[src/rtl/lfsr_pkg.sv]
// Shared constants for the LFSR sequencer: command ops, FSM state codes and
// default polynomial/seed.
package lfsr_pkg;

  localparam logic [1:0] OP_STOP     = 2'd0;
  localparam logic [1:0] OP_LOAD     = 2'd1;
  localparam logic [1:0] OP_RUN_N    = 2'd2;
  localparam logic [1:0] OP_FREE_RUN = 2'd3;

  localparam logic [1:0] ST_IDLE  = 2'd0;
  localparam logic [1:0] ST_RUN   = 2'd1;
  localparam logic [1:0] ST_FREE  = 2'd2;
  localparam logic [1:0] ST_DRAIN = 2'd3;

  // x^8 + x^6 + x^5 + x^4 + 1 style mask, maximal length for 8 bits
  localparam logic [7:0] LFSR_TAPS_DEF = 8'hB8;
  localparam logic [7:0] LFSR_SEED_DEF = 8'hAA;

endpackage

[src/rtl/lfsr_step.sv]
// Combinational Fibonacci LFSR next-state: XOR of tapped bits shifted in at LSB.
module lfsr_step
  import lfsr_pkg::*;
#(
  parameter int               WIDTH = 8,
  parameter logic [WIDTH-1:0] TAPS  = WIDTH'(LFSR_TAPS_DEF)
) (
  input  logic [WIDTH-1:0] state,
  output logic [WIDTH-1:0] next
);

  logic fb;

  // feedback parity and shift
  always_comb begin
    fb   = ^(state & TAPS);
    next = {state[WIDTH-2:0], fb};
  end

endmodule

[src/rtl/lfsr_seq_ctrl.sv]
// Command-driven LFSR sequencer: LOAD / RUN_N / FREE_RUN / STOP, stepping on a
// tick strobe and presenting each value on a valid/ready port.
// Optional period checker: define LFSR_SEQ_CTRL_PERIOD_CHK_EN.
module lfsr_seq_ctrl
  import lfsr_pkg::*;
#(
  parameter int               WIDTH        = 8,
  parameter logic [WIDTH-1:0] TAPS         = WIDTH'(LFSR_TAPS_DEF),
  parameter logic [WIDTH-1:0] SEED_DEFAULT = WIDTH'(LFSR_SEED_DEF),
  parameter int               CNT_W        = 16
) (
  input  logic             clk,
  input  logic             rst,
  input  logic             tick,
  input  logic             cmd_valid,
  output logic             cmd_ready,
  input  logic [1:0]       cmd_op,
  input  logic [WIDTH-1:0] cmd_seed,
  input  logic [CNT_W-1:0] cmd_count,
  output logic             out_valid,
  input  logic             out_ready,
  output logic [WIDTH-1:0] out_data,
  output logic             busy,
  output logic             done,
  output logic             overrun,
  output logic [WIDTH-1:0] period,
  output logic             period_valid
);

  logic [1:0]       state;
  logic [WIDTH-1:0] lfsr;
  logic [WIDTH-1:0] nxt;
  logic [CNT_W-1:0] remaining;
  logic             stepping;
  logic             step;
  logic             hs;
  logic             cmd_acc;
  logic             load_acc;
  logic [WIDTH-1:0] seed_eff;

  lfsr_step #(.WIDTH(WIDTH), .TAPS(TAPS)) u_step (
    .state (lfsr),
    .next  (nxt)
  );

  assign cmd_ready = (state == ST_IDLE) || (state == ST_FREE);
  assign busy      = (state != ST_IDLE);

  // step qualification: a tick only advances when the output slot is free or being drained
  always_comb begin
    stepping = (state == ST_RUN) || (state == ST_FREE);
    step     = stepping && tick && (!out_valid || out_ready);
    hs       = out_valid && out_ready;
    cmd_acc  = cmd_valid && cmd_ready;
    load_acc = cmd_acc && (state == ST_IDLE) && (cmd_op == OP_LOAD);
    seed_eff = (cmd_seed == '0) ? SEED_DEFAULT : cmd_seed;
  end

  // FSM, LFSR state and output register
  always_ff @(posedge clk) begin
    if (rst) begin
      state     <= ST_IDLE;
      lfsr      <= SEED_DEFAULT;
      remaining <= '0;
      out_valid <= 1'b0;
      out_data  <= '0;
      done      <= 1'b0;
      overrun   <= 1'b0;
    end else begin
      done <= 1'b0;
      if (step) begin
        lfsr      <= nxt;
        out_data  <= nxt;
        out_valid <= 1'b1;
      end else if (hs) begin
        out_valid <= 1'b0;
      end
      // a held value is never overwritten, so the tick is lost instead
      if (stepping && tick && out_valid && !out_ready) overrun <= 1'b1;

      case (state)
        ST_IDLE: begin
          if (cmd_acc) begin
            case (cmd_op)
              OP_LOAD: begin
                lfsr    <= seed_eff;
                overrun <= 1'b0;
              end
              OP_RUN_N: begin
                if (cmd_count == '0) begin
                  done <= 1'b1;
                end else begin
                  remaining <= cmd_count;
                  state     <= ST_RUN;
                end
              end
              OP_FREE_RUN: state <= ST_FREE;
              default: ;
            endcase
          end
        end
        ST_RUN: begin
          if (step) begin
            remaining <= remaining - CNT_W'(1);
            if (remaining == CNT_W'(1)) state <= ST_DRAIN;
          end
        end
        ST_FREE: begin
          if (cmd_acc) state <= ST_DRAIN;
        end
        ST_DRAIN: begin
          if (!out_valid || out_ready) begin
            done  <= 1'b1;
            state <= ST_IDLE;
          end
        end
        default: state <= ST_IDLE;
      endcase
    end
  end

`ifdef LFSR_SEQ_CTRL_PERIOD_CHK_EN
  logic [WIDTH-1:0] period_cnt;
  logic [WIDTH-1:0] seed_reg;

  // count steps since LOAD; capture the first return to the loaded seed
  always_ff @(posedge clk) begin
    if (rst) begin
      period_cnt   <= '0;
      seed_reg     <= SEED_DEFAULT;
      period       <= '0;
      period_valid <= 1'b0;
    end else if (load_acc) begin
      period_cnt   <= '0;
      seed_reg     <= seed_eff;
      period       <= '0;
      period_valid <= 1'b0;
    end else if (step) begin
      period_cnt <= period_cnt + WIDTH'(1);
      if (!period_valid && (nxt == seed_reg)) begin
        period       <= period_cnt + WIDTH'(1);
        period_valid <= 1'b1;
      end
    end
  end
`else
  assign period       = '0;
  assign period_valid = 1'b0;
`endif

endmodule

[config.mk]
export PLATFORM = sky130hd
export DESIGN_NAME = lfsr_seq_ctrl
export DESIGN_NICKNAME = d
export VERILOG_FILES = /design/src/rtl/lfsr_pkg.sv /design/src/rtl/lfsr_step.sv /design/src/rtl/lfsr_seq_ctrl.sv
export SDC_FILE = /design/constraint.sdc
export NUM_CORES = 1
export LEC_CHECK = 0
export CORE_MARGIN = 2
export CORE_UTILIZATION = 38
export DETAILED_ROUTE_END_ITERATION = 8
export GPL_ROUTABILITY_DRIVEN = 0
export PLACE_DENSITY = 0.64
export SLEW_MARGIN = 40
export SYNTH_ARGS = -nofsm -noshare
export SYNTH_HDL_FRONTEND = slang
export SYNTH_HIERARCHICAL = 1
export SYNTH_SLANG_ARGS = --single-unit
[constraint.sdc]
create_clock -name clk -period 1.7 [get_ports clk]
set_input_delay 0.17 -clock clk [delete_from_list [all_inputs] [get_ports clk]]
set_output_delay 0.17 -clock clk [all_outputs]
set_load 0.01 [all_outputs]
==> impl_metrics.env, run 1 <==
export IMPL_power_share_sequential_pct=26.5
export IMPL_yosys_warnings=6
export IMPL_cts_clk_slew_worst_paths_ns=0.08
export IMPL_grt_pass1_wl_um=10200
export IMPL_maxSlewViolCount=0
export IMPL_vias=2392
export IMPL_crit_required_ns=1.92
export IMPL_hold_class="in -> reg"
export IMPL_layout_nets=410
export IMPL_multi_input_area_um2=1300
export IMPL_leakagePower_nw=1.31
export IMPL_violations="setup timing"
export IMPL_netlist_area_um2=2240
export IMPL_synth_avg_cell_area_um2=7.91
export IMPL_worst_setup_path_start_kind="register"
export IMPL_crit_fanout=2
export IMPL_cts_tree="yes"
export IMPL_p_switching_mw=1.88
export IMPL_final_setup_viol_count=16
export IMPL_synth_top_family_by_area="simple AND/OR/NAND/NOR gates"
export IMPL_synthCells=283
export IMPL_numCtsBuffers=5
export IMPL_ys_ff_latch=37
export IMPL_via_per_inst=5.38
export IMPL_worst_slack_ns=-0.220
export IMPL_io_pins=53
export IMPL_hpwl_um=4490
export IMPL_timing_fmax_ghz=0.521
export IMPL_insertion_delay_ns=0.30
export IMPL_synthArstFlopShare_pct=0
export IMPL_start_util_pct=39.9
export IMPL_crit_path_end_kind="register"
export IMPL_fin_hold_ws_ns=0.310
export IMPL_grt_max_degree=19
export IMPL_cts_buffer_depth=2
export IMPL_root_buffer="clkbuf_8"
export IMPL_final_cells=445
export IMPL_ant_nets=0
export IMPL_dr_pass1_iters=5
export IMPL_ir_drop_uv=752
export IMPL_die_area_um2=6520
export IMPL_crit_type="reg -> reg"
export IMPL_muxShareOfSynthArea_pct=0
export IMPL_n_fill_cell=535
export IMPL_io_buffers=43
export IMPL_period_needed_ns=1.92
export IMPL_p_comb_share_pct=60.0
export IMPL_core_area_um2=5610
export IMPL_netlist_top_cells_count="37 x dfxtp_1, 32 x a21oi_1, 32 x nand2_1"
export IMPL_place_ws_ns=-0.429
export IMPL_synth_edf_count=0
export IMPL_antenna_found_initial=0
export IMPL_worstPathArrival_ns=2.14
export IMPL_reg2reg_depth=5
export IMPL_power_density_nw_per_um2=1440
export IMPL_cp_slowest_cell="or4_4"
export IMPL_outcome="finished, violations left"
export IMPL_die_h_um=80.8
export IMPL_cp_depth=5
export IMPL_power_mw=4.63
export IMPL_numPlacedInstances=431
export IMPL_rsz0062_at_grt="yes"
export IMPL_cpPeakStageDelay_ns=0.57
export IMPL_synthAdderAreaFrac_pct=3.91
export IMPL_yosys_top_cells_area="dfxtp_1 33%, a21oi_1 7.2%, buf_4 5.7%"
export IMPL_intPower_mw=2.74
export IMPL_drive_gt1_share_pct=25.2
export IMPL_overflow=0
export IMPL_synth_compound_area_share_pct=24.0
export IMPL_drtIter0Drc=234
export IMPL_wl_per_cell_um=14.2
export IMPL_synth_xor_area_share_pct=1.17
export IMPL_synth_most_common_cell="dfxtp_1"
export IMPL_whs_path_depth=4
export IMPL_regArea_um2=742
export IMPL_cp_startpoint="remaining[8]"
export IMPL_crit_buf_inv=0
export IMPL_finalCritPeriodShare_pct=113
export IMPL_maxCapViolCount=0
export IMPL_area_growth_pct=44.0
export IMPL_grt_pass1_vias=2143
export IMPL_insertedDiodeCount=0
export IMPL_die_w_um=80.8
export IMPL_clock_skew_ns=0.0154
export IMPL_r2r_start="remaining[8]"
export IMPL_hold_viol_final=0
export IMPL_grt_usage_pct=20.0
export IMPL_synth_top_area_cell="dfxtp_1"
export IMPL_htree_levels=2
export IMPL_drt_wl_total_um=6330
export IMPL_drc=0
export IMPL_yosys_cell_types_count=49
export IMPL_cts_hold_buf=0
export IMPL_worstReg2RegEnd="state[0]"
export IMPL_synthFlopType="dfxtp_1"
export IMPL_swShare_pct=40.7
export IMPL_yosysSeqAreaShare_pct=33.1
export IMPL_crit_chain="or4_4 > nor4_4 > a41oi_2 > or4_1 > o31ai_1"
export IMPL_yosysTopAreaCellShare_pct=33.1
export IMPL_pwr_share_clk_pct=13.6
export IMPL_worst_r2r_setup_slack_ns=-0.22
export IMPL_rows=27
export IMPL_cts_sinks=37
export IMPL_crit_end="state[0]"
export IMPL_setup_tns_ns=-1.98
export IMPL_yosys_area_share_simple_pct=24.6
export IMPL_path_delay_family="simple AND/OR/NAND/NOR gates"
## through the flow
stage	util, %	instance area [µm²]
after floorplan	-	2280
after global placement	53.9	3020
after detailed placement	53.9	3020
after CTS	56.5	3170
after global routing	57.5	3220
final	57.5	3220
## worst register-to-register path, cell delays in order, from the launching register on
cell	delay, ns
dfxtp_2	0.33
or4_4	0.57
nor4_4	0.22
a41oi_2	0.16
or4_1	0.49
o31ai_1	0.08
## cell type report
cell class	count	share of cell area, %
clock buffer	5	2.13
clock inverter	3	0.543
inverter	20	2.33
multi-input combinational	202	40.4
sequential	37	23.0
tap	72	2.79
timing repair buffer	106	28.8
## metal layers
| metal | vias to the layer above | routed length (µm) | global-route usage, % |
|---|---|---|---|
| met2 | 90 | 2870 | 31.8 |
| li1 | 1185 | - | - |
| met5 | - | 0 | 0 |
| met3 | 11 | 439 | 3.22 |
| met4 | 0 | 104 | 6.95 |
| met1 | 1106 | 2910 | 27.5 |
## state kept, by name, summed over array words and instances, names as in the netlist
register	count
out_data	8
done	1
out_valid	1
overrun	1
lfsr	8
remaining	16
state	2
## logic make-up after synthesis
| logic type | count (synthesis) |
|---|---|
| fa+ha+maj | 7 |
| buf+inv | 52 |
| flops | 37 |
| xor+xnor | 3 |
| compound gates | 83 |
| other cells | 1 |
| simple gates | 100 |
## how the worst min path moves through the flow
stage	startpoint	endpoint
2_1_floorplan	cmd_count[14]	remaining[14]
3_3_place_gp	out_data[0]	out_data[0]
3_5_place_dp	out_data[4]	out_data[4]
4_1_cts	out_data[4]	out_data[4]
5_1_grt	cmd_count[8]	remaining[8]
6_report	cmd_count[10]	remaining[10]
## power groups by stage
stage | Combinational [mW] | Clock, mW | Sequential [mW]
finish | 2.78 | 0.628 | 1.23
global route | 3.06 | 0.669 | 1.25
CTS | 2.67 | 0.641 | 1.22
detailed placement | 2.51 | 0 | 1.24
global placement | 2.50 | 0 | 1.24
floorplan | 1.61 | 0 | 1.26
## cells in the final DEF, fill, tap and decap left out, drive strengths merged, types with 2 or more instances in the layout
master         count
nand3             10
and3               6
xnor2              2
o21ai             12
or4                3
conb               9
nor2b              2
clkdlybuf4s50     38
o31ai              2
a22oi              4
a21oi             32
clkbuf             5
nor3               8
dfxtp             37
inv               18
a2bb2oi            2
a21boi             2
buf               63
o211ai             2
o311a              2
and2b              2
nor2              14
nor4               9
nand2             33
ha                 7
nand2b             2
nand4              6
dlymetal6s2s       3
o32ai             12
a31oi              9
dlygate4sd2        2
clkinv             4
## repair_timing
| item | in CTS | in global routing |
|---|---|---|
| setup endpoints to repair | 20 | 20 |
| buffers inserted | 3 | 1 |
| pin swaps | 4 | 1 |
| gates resized for setup | 10 | 12 |
| cloned | 1 | 1 |
(Power assumes the default switching activity.)
==> run 2: changes to the inputs <==
--- a/config.mk
+++ b/config.mk
@@ -5,11 +5,12 @@
 export SDC_FILE = /design/constraint.sdc
 export NUM_CORES = 1
 export LEC_CHECK = 0
+export ABC_AREA = 1
 export CORE_MARGIN = 2
 export CORE_UTILIZATION = 38
 export DETAILED_ROUTE_END_ITERATION = 8
 export GPL_ROUTABILITY_DRIVEN = 0
-export PLACE_DENSITY = 0.64
+export PLACE_DENSITY = 0.63
 export SLEW_MARGIN = 40
 export SYNTH_ARGS = -nofsm -noshare
 export SYNTH_HDL_FRONTEND = slang
==> run 2 against run 1 <==
  * Core utilization shrank 9.9 points
  * Die area grew 14%
  * Clock power is 19% higher
  * Non-clock buffer count down 48
  * Highest routed layer unchanged
  * Sequential power grew 7%
  * Critical path depth is 3 higher
  * Global-route usage shrank 2.5 points
  * Maximum frequency increased by 21%
  * First-iteration DRC count decreased by 44%
  * Synthesized cell count increased by 46%
  * Largest power group unchanged
  * Largest cell class unchanged
  * Sequential share of layout area increased by 0.32 points
  * The run now ends clean
  * Combinational power increased by 11%
  * Critical path type unchanged
  * Critical endpoint is now remaining[1]
==> impl_metrics.env, run 2 <==
export IMPL_cp_slowest_cell="dfxtp_1"
export IMPL_power_density_nw_per_um2=1620
export IMPL_maxCapViolCount=0
export IMPL_numCtsBuffers=5
export IMPL_worst_setup_path_start_kind="register"
export IMPL_cts_tree="yes"
export IMPL_synthArstFlopShare_pct=0
export IMPL_ir_drop_uv=910
export IMPL_area_growth_pct=23.4
export IMPL_timing_fmax_ghz=0.628
export IMPL_start_util_pct=38.6
export IMPL_insertedDiodeCount=0
export IMPL_io_buffers=43
export IMPL_crit_chain="buf_4 > ha_1 > buf_12 > inv_2 > nand2_1 > o21ai_0 > nand3_1 > a21oi_2"
export IMPL_rows=30
export IMPL_cts_clk_slew_worst_paths_ns=0.08
export IMPL_grt_pass1_vias=2390
export IMPL_layout_nets=497
export IMPL_drt_wl_total_um=6150
export IMPL_yosys_warnings=6
export IMPL_path_delay_family="buffers and inverters"
export IMPL_antenna_found_initial=0
export IMPL_largest_reg_flops=16
export IMPL_swShare_pct=45.6
export IMPL_crit_type="reg -> reg"
export IMPL_core_area_um2=6680
export IMPL_die_w_um=86.4
export IMPL_die_h_um=86.4
export IMPL_p_comb_share_pct=60.0
export IMPL_wl_per_cell_um=11.4
export IMPL_crit_required_ns=1.93
export IMPL_vias=2510
export IMPL_synth_avg_cell_area_um2=6.26
export IMPL_maxSlewViolCount=0
export IMPL_ys_ff_latch=37
export IMPL_reg_top3="remaining (16), lfsr (8), out_data (8)"
export IMPL_synth_top_area_cell="dfxtp_1"
export IMPL_period_needed_ns=1.59
export IMPL_io_pins=53
export IMPL_drc=0
export IMPL_final_cells=539
export IMPL_top_register="remaining"
export IMPL_place_ws_ns=0.0505
export IMPL_mostFrequentLayoutCell="nand2_1"
export IMPL_netlist_area_um2=2580
export IMPL_drtIter0Drc=130
export IMPL_dr_pass1_iters=4
export IMPL_grt_usage_pct=17.5
export IMPL_finalCritPeriodShare_pct=93.7
export IMPL_rsz0062_at_grt="no"
export IMPL_yosysSeqAreaShare_pct=28.7
export IMPL_htree_levels=2
export IMPL_crit_fanout=21
export IMPL_leakagePower_nw=1.54
export IMPL_worstPathArrival_ns=1.83
export IMPL_synthFlopType="dfxtp_1"
export IMPL_hold_viol_final=0
export IMPL_yosys_top_cells_area="dfxtp_1 29%, nand2_1 18%, nor2_1 9.3%"
export IMPL_netlist_top_cells_count="123 x nand2_1, 64 x nor2_1, 43 x inv_1"
export IMPL_grt_pass1_wl_um=10600
export IMPL_crit_buf_inv=3
export IMPL_cts_sinks=37
export IMPL_drive_gt1_share_pct=13.5
export IMPL_final_cell_mix="123 x nand2_1, 63 x nor2_1, 41 x clkdlybuf4s50_1"
export IMPL_p_switching_mw=2.35
export IMPL_numPlacedInstances=530
export IMPL_insertion_delay_ns=0.29
export IMPL_yosys_cell_types_count=33
export IMPL_crit_path_end_kind="register"
export IMPL_cpPeakStageDelay_ns=0.32
export IMPL_ant_nets=0
export IMPL_hold_class="reg -> reg"
export IMPL_die_area_um2=7460
export IMPL_worst_slack_ns=0.107
export IMPL_setup_tns_ns=0
export IMPL_overflow=0
export IMPL_final_setup_viol_count=0
export IMPL_synth_most_common_cell="nand2_1"
export IMPL_outcome="finished, final reports clean"
export IMPL_synthCells=412
export IMPL_fin_hold_ws_ns=0.465
export IMPL_synth_edf_count=0
export IMPL_pwr_share_clk_pct=14.5
export IMPL_clock_skew_ns=0.00701
export IMPL_yosysTopAreaCellShare_pct=28.7
export IMPL_intPower_mw=2.80
export IMPL_cts_buffer_depth=2
export IMPL_root_buffer="clkbuf_8"
export IMPL_grt_max_degree=26
export IMPL_via_per_inst=4.66
export IMPL_hpwl_um=4580
export IMPL_n_fill_cell=707
export IMPL_power_share_sequential_pct=25.5
[run 2: worst register-to-register path, delay by kind of cell, from the launching register on]
family                   cells  cell delay [ns]
AO/OA/AOI/OAI                2             0.24
AND/OR/NAND/NOR              2             0.22
buffers and inverters        3             0.54
flip-flops                   1             0.32
adder cells (fa/ha/maj)      1             0.22
[run 2: area by class of cell]
cell class / count / area [µm²] / share of cell area, %
clock buffer: 5 / 68.8 / 2.16
clock inverter: 2 / 35.0 / 1.10
inverter: 47 / 176 / 5.55
multi-input combinational: 310 / 1500 / 47.0
sequential: 37 / 742 / 23.3
tap: 80 / 100 / 3.15
timing repair buffer: 58 / 562 / 17.7
[run 2: worst paths after layout]
| check | from | to | slack, ns | cells after the start |
|---|---|---|---|---|
| setup / recovery | state[0] | remaining[1] | 0.11 | 8 |
| hold / removal | out_data[0] | out_data[0] | 0.46 | 2 |
| setup reg to reg | state[0] | remaining[1] | 0.11 | 8 |
| hold reg to reg | out_data[0] | out_data[0] | 0.46 | 2 |
[run 2: power groups by stage]
stage / Clock (mW) / Combinational (mW) / Sequential, mW
2_1_floorplan: 0 / 2.35 / 1.32
3_3_place_gp: 0 / 2.98 / 1.32
3_5_place_dp: 0 / 3.04 / 1.32
4_1_cts: 0.776 / 3.03 / 1.31
5_1_grt: 0.818 / 3.55 / 1.35
6_report: 0.749 / 3.09 / 1.31
[run 2: stage by stage]
stage / cell area (µm²) / utilization [%] / total power [mW]
6_report: 3180 / 47.6 / 5.16
4_1_cts: 3150 / 47.2 / 5.11
5_1_grt: 3180 / 47.6 / 5.72
3_3_place_gp: 3050 / 45.6 / 4.29
2_1_floorplan: 2610 / - / 3.66
3_5_place_dp: 3050 / 45.6 / 4.36
[run 2: cells by family after synthesis]
group	synth area share [%]
compound gates	9.42
xor+xnor	1.02
fa+ha+maj	3.40
buf+inv	15.0
flops	28.7
other cells	0.145
simple gates	42.2
[run 2: timing repair]
| item | in CTS | in global routing |
|---|---|---|
| pin swaps | 0 | 4 |
| buffers inserted | 0 | 2 |
| gates resized for setup | 2 | 9 |
| setup endpoints to repair | 2 | 14 |
| gates cloned | 0 | 0 |
| hold buffers | 0 | 0 |
[run 2: metal layers]
layer  track usage [%]  share of wire, %  routed length, µm  vias to the layer above
met2              27.4                44               2700                       56
li1                  -                 -                  -                     1343
met4              6.11               1.4                 86                        0
met3              4.00               4.6                284                       10
met1              23.8                50               3080                     1101
met5                 0                 0                  0                        -
==> run 3: changes to the inputs <==
--- a/config.mk
+++ b/config.mk
@@ -14,5 +14,4 @@
 export SLEW_MARGIN = 40
 export SYNTH_ARGS = -nofsm -noshare
 export SYNTH_HDL_FRONTEND = slang
-export SYNTH_HIERARCHICAL = 1
 export SYNTH_SLANG_ARGS = --single-unit
==> run 3 against run 2 <==
  * Hold slack better by 0.0042 ns
  * Area after synthesis shrank 6.1%
  * Sequential power about the same
==> impl_metrics.env, run 3 <==
export IMPL_drtIter0Drc=109
export IMPL_cts_tree="yes"
export IMPL_overflow=0
export IMPL_crit_chain="inv_2 > ha_2 > or2_2 > clkdlybuf4s15_1"
export IMPL_worst_slack_ns=0.0794
export IMPL_synth_avg_cell_area_um2=6.29
export IMPL_dr_pass1_iters=4
export IMPL_synthFlopType="dfxtp_1"
export IMPL_rsz0062_at_grt="yes"
export IMPL_yosysSeqAreaShare_pct=30.6
export IMPL_outcome="finished, final reports clean"
export IMPL_drive_gt1_share_pct=12.8
export IMPL_met1_length_um=2860
export IMPL_wl_per_cell_um=11.4
export IMPL_hold_class="reg -> reg"
export IMPL_layout_nets=474
export IMPL_vias=2397
export IMPL_ant_nets=0
export IMPL_power_density_nw_per_um2=1590
export IMPL_largest_reg_flops=16
export IMPL_utilization_pct=49.2
export IMPL_worst_r2r_setup_slack_ns=0.12
export IMPL_whs_path_depth=2
export IMPL_worstPathArrival_ns=1.45
export IMPL_numCtsBuffers=5
export IMPL_n_fill_cell=661
export IMPL_insertion_delay_ns=0.29
export IMPL_grt_max_degree=27
export IMPL_htree_levels=2
export IMPL_yosys_cell_types_count=31
export IMPL_maxCapViolCount=0
export IMPL_hpwl_um=4440
export IMPL_core_area_um2=6240
export IMPL_io_pins=53
export IMPL_worst_setup_path_start_kind="register"
export IMPL_via_per_inst=4.66
export IMPL_mostFrequentLayoutCell="nand2_1"
export IMPL_root_buffer="clkbuf_8"
export IMPL_grt_pass1_wl_um=9830
export IMPL_period_needed_ns=1.62
export IMPL_rows=29
export IMPL_die_h_um=83.8
export IMPL_hold_viol_final=0
export IMPL_ys_ff_latch=37
export IMPL_reg2reg_depth=10
export IMPL_synthCells=385
export IMPL_antenna_found_initial=0
export IMPL_start_util_pct=38.8
export IMPL_cts_clk_slew_worst_paths_ns=0.09
export IMPL_routed_top_layer="met4"
export IMPL_synthArstFlopShare_pct=0
export IMPL_synth_most_common_cell="nand2_1"
export IMPL_netlist_area_um2=2420
export IMPL_yosys_top_cells_area="dfxtp_1 31%, nand2_1 18%, nor2_1 9.3%"
export IMPL_synth_top_area_cell="dfxtp_1"
export IMPL_leakagePower_nw=1.43
export IMPL_area_growth_pct=26.8
export IMPL_netlist_top_cells_count="116 x nand2_1, 60 x nor2_1, 40 x inv_1"
export IMPL_finalCritPeriodShare_pct=95.3
export IMPL_crit_fanout=4
export IMPL_cpPeakStageDelay_ns=0.34
export IMPL_crit_type="reg -> out"
export IMPL_timing_fmax_ghz=0.617
export IMPL_cts_hold_buf=0
export IMPL_cts_sinks=37
export IMPL_ir_drop_uv=696
export IMPL_die_w_um=83.8
export IMPL_top_register="remaining"
export IMPL_crit_required_ns=1.53
export IMPL_grt_pass1_vias=2240
export IMPL_insertedDiodeCount=0
export IMPL_final_setup_viol_count=0
export IMPL_drt_wl_total_um=5840
export IMPL_grt_usage_pct=16.8
export IMPL_route_met3_wl_um=331
export IMPL_met2WireLength_um=2650
export IMPL_maxSlewViolCount=0
export IMPL_yosys_warnings=0
export IMPL_io_buffers=43
export IMPL_die_area_um2=7030
export IMPL_cp_slowest_cell="dfxtp_2"
export IMPL_reg_top3="remaining (16), lfsr (8), out_data (8)"
export IMPL_clock_skew_ns=0.00538
export IMPL_synth_edf_count=0
export IMPL_crit_path_end_kind="output pin"
export IMPL_yosysTopAreaCellShare_pct=30.6
export IMPL_place_ws_ns=0.0256
export IMPL_cts_buffer_depth=2
export IMPL_final_cell_mix="113 x nand2_1, 60 x nor2_1, 41 x clkdlybuf4s50_1"
export IMPL_drc=0
[run 3: cell count changes in the layout (fill, tap and decap cells not counted), moves of 3 or more]
| cell | previous run | this run |
|---|---|---|
| nor2_1 | 63 | 60 |
| inv_1 | 40 | 36 |
| nand2_1 | 123 | 113 |
| buf_4 | 13 | 10 |
| o31ai_1 | 0 | 4 |
[run 3: through the flow]
stage / setup TNS, ns / std cells / total power, mW / instance area [µm²] / hold WS (ns)
after global placement: 0 / 505 / 4.13 / 2930 / 0.457
final: 0 / 514 / 4.89 / 3070 / 0.469
after detailed placement: 0 / 505 / 4.18 / 2930 / 0.458
after CTS: 0 / 513 / 4.82 / 3030 / 0.468
after global routing: -0.0121 / 514 / 5.37 / 3070 / 0.496
after floorplan: 0 / 393 / 3.43 / 2450 / 0.290
[run 3: path summary, 6_finish.rpt]
kind	endpoint	from
setup / recovery	cmd_ready	state[0]
hold / removal	out_data[2]	out_data[2]
hold reg to reg	out_data[2]	out_data[2]
setup reg to reg	lfsr[4]	state[0]
[run 3: worst max-delay path: cells and delay by family, from the launching register on]
family	cells	cell delay [ns]
flip-flops	1	0.34
buffers and inverters	2	0.30
adder cells (fa/ha/maj)	1	0.21
AND/OR/NAND/NOR	1	0.31
[run 3: report_power, final]
| part | internal, mW | switching, mW | leakage [nW] |
|---|---|---|---|
| logic | 1.17 | 1.76 | 1.08 |
| registers | 1.12 | 0.199 | 0.303 |
| clock network | 0.291 | 0.356 | 0.0481 |
[run 3: what timing repair did]
item / 4_1_cts / 5_1_grt
setup buffers: 0 / 1
endpoints found under the setup margin: 2 / 22
gates resized for setup: 4 / 13
pin swaps: 0 / 3
[run 3: layer usage]
| metal | vias to the layer above | global-route usage, % |
|---|---|---|
| met5 | - | 0 |
| met4 | 0 | 3.08 |
| met3 | 2 | 3.76 |
| li1 | 1287 | - |
| met2 | 53 | 27.6 |
| met1 | 1055 | 22.8 |
[run 3: area by class of cell]
type	count	area [µm²]	share of cell area, %
Multi-Input combinational cell	296	1450	47.4
Sequential cell	37	743	24.2
Timing Repair Buffer	54	524	17.1
Inverter	42	161	5.26
Tap cell	77	96.3	3.14
Clock buffer	5	68.8	2.24
Clock inverter	3	22.5	0.733
[run 3: cell families after synthesis]
logic type	after synthesis	synth area share (%)
AND/OR/NAND/NOR	232	41.3
XOR/XNOR	5	1.81
AO/OA/AOI/OAI	43	10.5
flip-flops	37	30.6
other	1	0.155
adder cells (fa/ha/maj)	7	3.62
buffers and inverters	60	12.0
